===== src/rtl/line_clear_engine.sv =====
// Line-clear engine: scans the playfield bottom-up through a 1-cycle row RAM port,
// drops full rows by compacting survivors downward, then zero-fills the vacated top rows.
module line_clear_engine #(
  parameter int unsigned BLOCKS_W   = 10,
  parameter int unsigned BLOCKS_H   = 20,
  parameter bit          EARLY_EXIT = 1'b1,
  localparam int unsigned ROW_W     = $clog2(BLOCKS_H),
  localparam int unsigned CNT_W     = $clog2(BLOCKS_H + 1)
) (
  input  logic                clk,
  input  logic                reset,
  input  logic                start,
  output logic                busy,
  output logic                done,
  output logic [CNT_W-1:0]    lines_cleared,
  output logic [BLOCKS_H-1:0] full_row_mask,
  output logic                rd_en,
  output logic [ROW_W-1:0]    rd_addr,
  input  logic [BLOCKS_W-1:0] rd_data,
  output logic                wr_en,
  output logic [ROW_W-1:0]    wr_addr,
  output logic [BLOCKS_W-1:0] wr_data
);

  localparam logic [ROW_W-1:0] LAST_ROW = ROW_W'(BLOCKS_H - 1);

  typedef enum logic [2:0] {IDLE, READ, EVAL, FILL, DONE} state_t;

  state_t              state, state_n;
  logic [ROW_W-1:0]    rd_ptr, rd_ptr_n;
  logic [ROW_W-1:0]    wr_ptr, wr_ptr_n;
  logic [CNT_W-1:0]    count, count_n;
  logic [CNT_W-1:0]    fill_left, fill_n;
  logic [BLOCKS_H-1:0] mask, mask_n;
  logic                scan_end;

  always_ff @(posedge clk or posedge reset) begin
    if (reset) begin
      state     <= IDLE;
      rd_ptr    <= LAST_ROW;
      wr_ptr    <= LAST_ROW;
      count     <= '0;
      fill_left <= '0;
      mask      <= '0;
    end else begin
      state     <= state_n;
      rd_ptr    <= rd_ptr_n;
      wr_ptr    <= wr_ptr_n;
      count     <= count_n;
      fill_left <= fill_n;
      mask      <= mask_n;
    end
  end

  // Next-state, datapath updates and RAM strobes; the write in EVAL must see rd_data this cycle.
  always_comb begin
    state_n  = state;
    rd_ptr_n = rd_ptr;
    wr_ptr_n = wr_ptr;
    count_n  = count;
    fill_n   = fill_left;
    mask_n   = mask;
    scan_end = 1'b0;
    busy     = (state != IDLE);
    done     = 1'b0;
    rd_en    = 1'b0;
    rd_addr  = '0;
    wr_en    = 1'b0;
    wr_addr  = '0;
    wr_data  = '0;

    unique case (state)
      IDLE: begin
        if (start) begin
          rd_ptr_n = LAST_ROW;
          wr_ptr_n = LAST_ROW;
          count_n  = '0;
          mask_n   = '0;
          state_n  = READ;
        end
      end
      READ: begin
        rd_en   = 1'b1;
        rd_addr = rd_ptr;
        state_n = EVAL;
      end
      EVAL: begin
        if (&rd_data) begin
          count_n        = count + CNT_W'(1);
          mask_n[rd_ptr] = 1'b1;
        end else if (EARLY_EXIT && (rd_data == '0)) begin
          scan_end = 1'b1;
        end else begin
          if (wr_ptr != rd_ptr) begin
            wr_en   = 1'b1;
            wr_addr = wr_ptr;
            wr_data = rd_data;
          end
          if (wr_ptr != '0) wr_ptr_n = wr_ptr - ROW_W'(1);
        end
        if (scan_end || (rd_ptr == '0)) begin
          fill_n  = count_n;
          state_n = (count_n != '0) ? FILL : DONE;
        end else begin
          rd_ptr_n = rd_ptr - ROW_W'(1);
          state_n  = READ;
        end
      end
      FILL: begin
        wr_en   = 1'b1;
        wr_addr = wr_ptr;
        if (wr_ptr != '0) wr_ptr_n = wr_ptr - ROW_W'(1);
        fill_n = fill_left - CNT_W'(1);
        if (fill_left == CNT_W'(1)) state_n = DONE;
      end
      DONE: begin
        done    = 1'b1;
        state_n = IDLE;
      end
      default: state_n = IDLE;
    endcase
  end

  assign lines_cleared = count;
  assign full_row_mask = mask;

endmodule


===== config.mk =====
export PLATFORM = sky130hd
export DESIGN_NAME = line_clear_engine
export DESIGN_NICKNAME = d
export VERILOG_FILES = /design/src/rtl/line_clear_engine.sv
export SDC_FILE = /design/constraint.sdc
export NUM_CORES = 1
export LEC_CHECK = 0
export CORE_MARGIN = 2
export CORE_UTILIZATION = 65
export DETAILED_ROUTE_END_ITERATION = 7
export DONT_BUFFER_PORTS = 1
export GPL_TIMING_DRIVEN = 0
export PLACE_DENSITY = 0.92
export SLEW_MARGIN = 20
export SYNTH_ARGS = -nofsm -noshare
export SYNTH_HDL_FRONTEND = slang
export SYNTH_SLANG_ARGS = --single-unit

===== constraint.sdc =====
create_clock -name clk -period 4.4 [get_ports clk]
set_clock_uncertainty 0.05 [all_clocks]
set_input_delay 1.1 -clock clk [delete_from_list [all_inputs] [get_ports clk]]
set_output_delay 1.1 -clock clk [all_outputs]
set_load 0.02 [all_outputs]

==> results.json <==
{
  "leakage_nw": 1.252,
  "ys.warnings.count": 0,
  "syn_nets": 297,
  "synthesis.area_sq_mm": 0.002542,
  "first_global_vias": 2016,
  "crit_buf_inv": 1,
  "routabilityCongestion": 0.8856,
  "io_buffers": 0,
  "hold_viol_final": 0,
  "synthArstFlopShare_pct": 100.0,
  "num_rows": 22,
  "crit_type": "in -> out",
  "die-area_sq_mm": 0.004428,
  "end_kind": "output pin",
  "wl_per_cell_microns": 17.54,
  "p_total_mw": 1.594,
  "num_vias": 2097,
  "min_period_over_period_pct": 93.11,
  "cts_sinks": 43,
  "critical_path.max_stage_delay_ns": 0.80,
  "crit_fanout": 8,
  "clk_path_buf_depth": 2,
  "die_h_microns": 66.54,
  "syn_inst": 274,
  "worstPathRequired_ns": 3.25,
  "holdCritPathClass": "reg -> reg",
  "setup_viol": 0,
  "core_sq_mm": 0.003716,
  "cap_violations": 0,
  "cp.arrival_ns": 2.95,
  "grt_antenna_before_repair": 0,
  "cts_buffers": 5,
  "ir_drop_mv": 0.2480,
  "power.switching_uw": 694.7,
  "multi_input_area_sq_mm": 0.001336,
  "status": "finished clean",
  "drc_errors": 0,
  "critPathTopFamily": "simple AND/OR/NAND/NOR gates",
  "p_int_uw": 899.4,
  "power.share.sequential_pct": 34.1,
  "htree_levels": 2,
  "cp_slowest_cell": "nor3_1",
  "slew_violations": 0,
  "overflow": 0,
  "p_sw_share_pct": 43.58,
  "worstSetupStartpointType": "primary input",
  "avgSynthCellArea_sq_um": 9.279,
  "maxSlewHeadroom_pct": 35.02,
  "synth_edf_count": 0,
  "drive_gt1_share_pct": 13.43,
  "cts-root-buf": "clkbuf_8",
  "drt-total-wl_mm": 5.807,
  "p_comb_share_pct": 45.6,
  "ys_ff_latch": 43,
  "cts_setup_buffers": 0,
  "fin_crit_ns": 4.097,
  "holdBufCountCts": 0,
  "area_growth_pct": 7.972,
  "rsz0062_at_grt": "false",
  "fillers": 277,
  "cts.clk_slew.worst_paths_ns": 0.08,
  "clockPowerShare_pct": 20.3,
  "grt_start_max_net_pins": 30,
  "pre_cts_slack_ns": 0.3336,
  "die_w_microns": 66.54,
  "cts_resized": 0,
  "routed_via_density": 6.335,
  "drtIter0Drc": 172,
  "timing.setup.tns_ns": 0,
  "cts_tree": "built",
  "seq_area_sq_mm": 0.001084,
  "path_cells": "nand4_2 > nor3_1 > a311oi_1 > a21oi_1 > inv_1",
  "grt_usage_pct": 28.96,
  "worstSkewPairLatency_ns": 0.30,
  "synthDistinctLibCells": 50,
  "p_per_area_mw_per_mm2": 580.7,
  "grt_pass1_wl_mm": 9.611,
  "fmax_mhz": 244.1,
  "pin_count": 62,
  "worst_pin_slew_ns": 0.9672,
  "dr.pass1.iters": 4,
  "fin_ws_ns": 0.3030,
  "yosysSeqAreaShare_pct": 42.62,
  "ant_nets": 0,
  "antenna_cells": 0,
  "ys_dominant_reg_cell": "dfrtp_1",
  "nNetsFinal": 305,
  "start_util_pct": 68.42,
  "hpwl_mm": 4.233
}
## worst paths after layout
| check | startpoint | cells past startpoint | end | slack (ns) |
|---|---|---|---|---|
| worst max-delay path | rd_data[5] | 5 | wr_en | 0.30 |
| worst min-delay path | wr_ptr[1]$_DFFE_PP1P_ | 2 | wr_ptr[1]$_DFFE_PP1P_ | 0.52 |
| worst max register to register | lines_cleared[0]$_DFFE_PP0P_ | 6 | state[1]$_DFFE_PP0P_ | 1.82 |
| worst min register to register | wr_ptr[1]$_DFFE_PP1P_ | 2 | wr_ptr[1]$_DFFE_PP1P_ | 0.52 |
| max in group asynchronous | reset | 2 | wr_ptr[4]$_DFFE_PP1P_ | 3.19 |
| min in group asynchronous | reset | 1 | full_row_mask[4]$_DFFE_PP0P_ | 0.58 |
## state kept, by name, indices dropped and copies added (netlist names)
name,flops
wr_ptr,5
rd_ptr,5
fill_left,5
full_row_mask,20
lines_cleared,5
state,3
## logic make-up (layout without fill, tap and decap cells)
group / Yosys count / count (layout) / synth area share (%)
and+or+nand+nor: 116 / 116 / 24.51
AOI/OAI and AO/OA: 62 / 62 / 16.78
DFF: 43 / 43 / 42.62
buffers and inverters: 26 / 35 / 5.019
xor gates and xnor gates: 13 / 13 / 4.478
adders and majority gates: 10 / 10 / 4.921
muxes: 4 / 4 / 1.673
## metrics by stage
step,area [sq um],hold WS (ns),instances,utilization (%)
after global routing,2745,0.5402,331,73.87
final,2745,0.5173,331,73.87
after global placement,2603,0.4896,322,70.03
after detailed placement,2623,0.5090,323,70.57
after floorplan,2542,0.4696,274,-
after CTS,2740,0.5255,331,73.74
## tightest hold or removal path: cells and delay by family (launching register included)
| family | cells | cell delay, ns |
|---|---|---|
| AO/OA/AOI/OAI | 2 | 0.18 |
| flip-flops | 1 | 0.39 |
## cell type report
| cell class | instances | share of cell area [%] |
|---|---|---|
| sequential | 43 | 39.47 |
| timing repair buffer | 1 | 0.7293 |
| buffer | 15 | 3.145 |
| inverter | 11 | 1.504 |
| clock inverter | 2 | 1.276 |
| multi-input combinational | 205 | 48.68 |
| tap | 48 | 2.188 |
| clock buffer | 6 | 3.008 |
## layout by cell type (no fill, tap or decap), types with 2 or more instances in the layout
master	netlist	final
and3_1	6	6
o21ai_0	11	11
nand3_1	7	7
o31ai_1	4	4
nor3_1	6	6
nor4b_1	2	2
nor4_1	3	3
and3b_1	2	2
nor3b_1	5	4
nand2b_1	2	2
a32o_1	2	2
a311oi_1	2	2
mux2i_1	2	2
dfrtp_1	37	37
buf_2	5	5
and2_1	14	14
dfstp_2	6	6
a21o_2	2	2
nand2_1	17	17
inv_1	11	10
mux2_2	2	2
o22ai_1	2	2
nor2_1	36	36
a21boi_0	2	2
nand3b_1	2	2
buf_6	3	3
xnor2_1	8	8
nand4_1	2	2
ha_1	10	10
a211oi_1	4	4
clkbuf_1	6	6
a21oi_1	24	24
xor2_1	5	5
or3_1	4	4
nor2b_1	3	3
clkbuf_8	0	6
## synth_stat cells (all sizes together) (4+ instances only)
cell type | instances | area, sq um
o31ai | 4 | 30.03
a211oi | 4 | 30.03
nand2 | 17 | 63.81
buf | 8 | 58.80
and2 | 15 | 95.09
dfstp | 6 | 157.7
o21ai | 11 | 55.05
a21oi | 25 | 128.9
nor3b | 5 | 37.54
ha | 10 | 125.1
xnor2 | 8 | 70.07
inv | 11 | 41.29
nor2 | 36 | 135.1
and3 | 6 | 37.54
xor2 | 5 | 43.79
or3 | 4 | 25.02
nand3 | 7 | 35.03
dfrtp | 37 | 925.9
clkbuf | 7 | 27.52
nor3 | 6 | 30.03
## power by group through the flow
stage	registers (mW)	logic, mW	clock network [mW]
6_report	0.543	0.727	0.324
5_1_grt	0.551	0.798	0.342
4_1_cts	0.542	0.724	0.325
3_5_place_dp	0.551	0.719	0
3_3_place_gp	0.544	0.693	0
2_1_floorplan	0.528	0.597	0
## routing by layer
metal | global-route usage [%] | share of wire (%) | wire length, microns | vias up
met4 | 13.27 | 1.7 | 97 | 0
met2 | 47.25 | 49 | 2863 | 86
li1 | - | - | - | 973
met1 | 35.87 | 41 | 2364 | 1027
met5 | 0 | 0 | 0 | -
met3 | 7.601 | 8.3 | 481 | 11
Note: power is estimated with default switching activity, not from simulation.
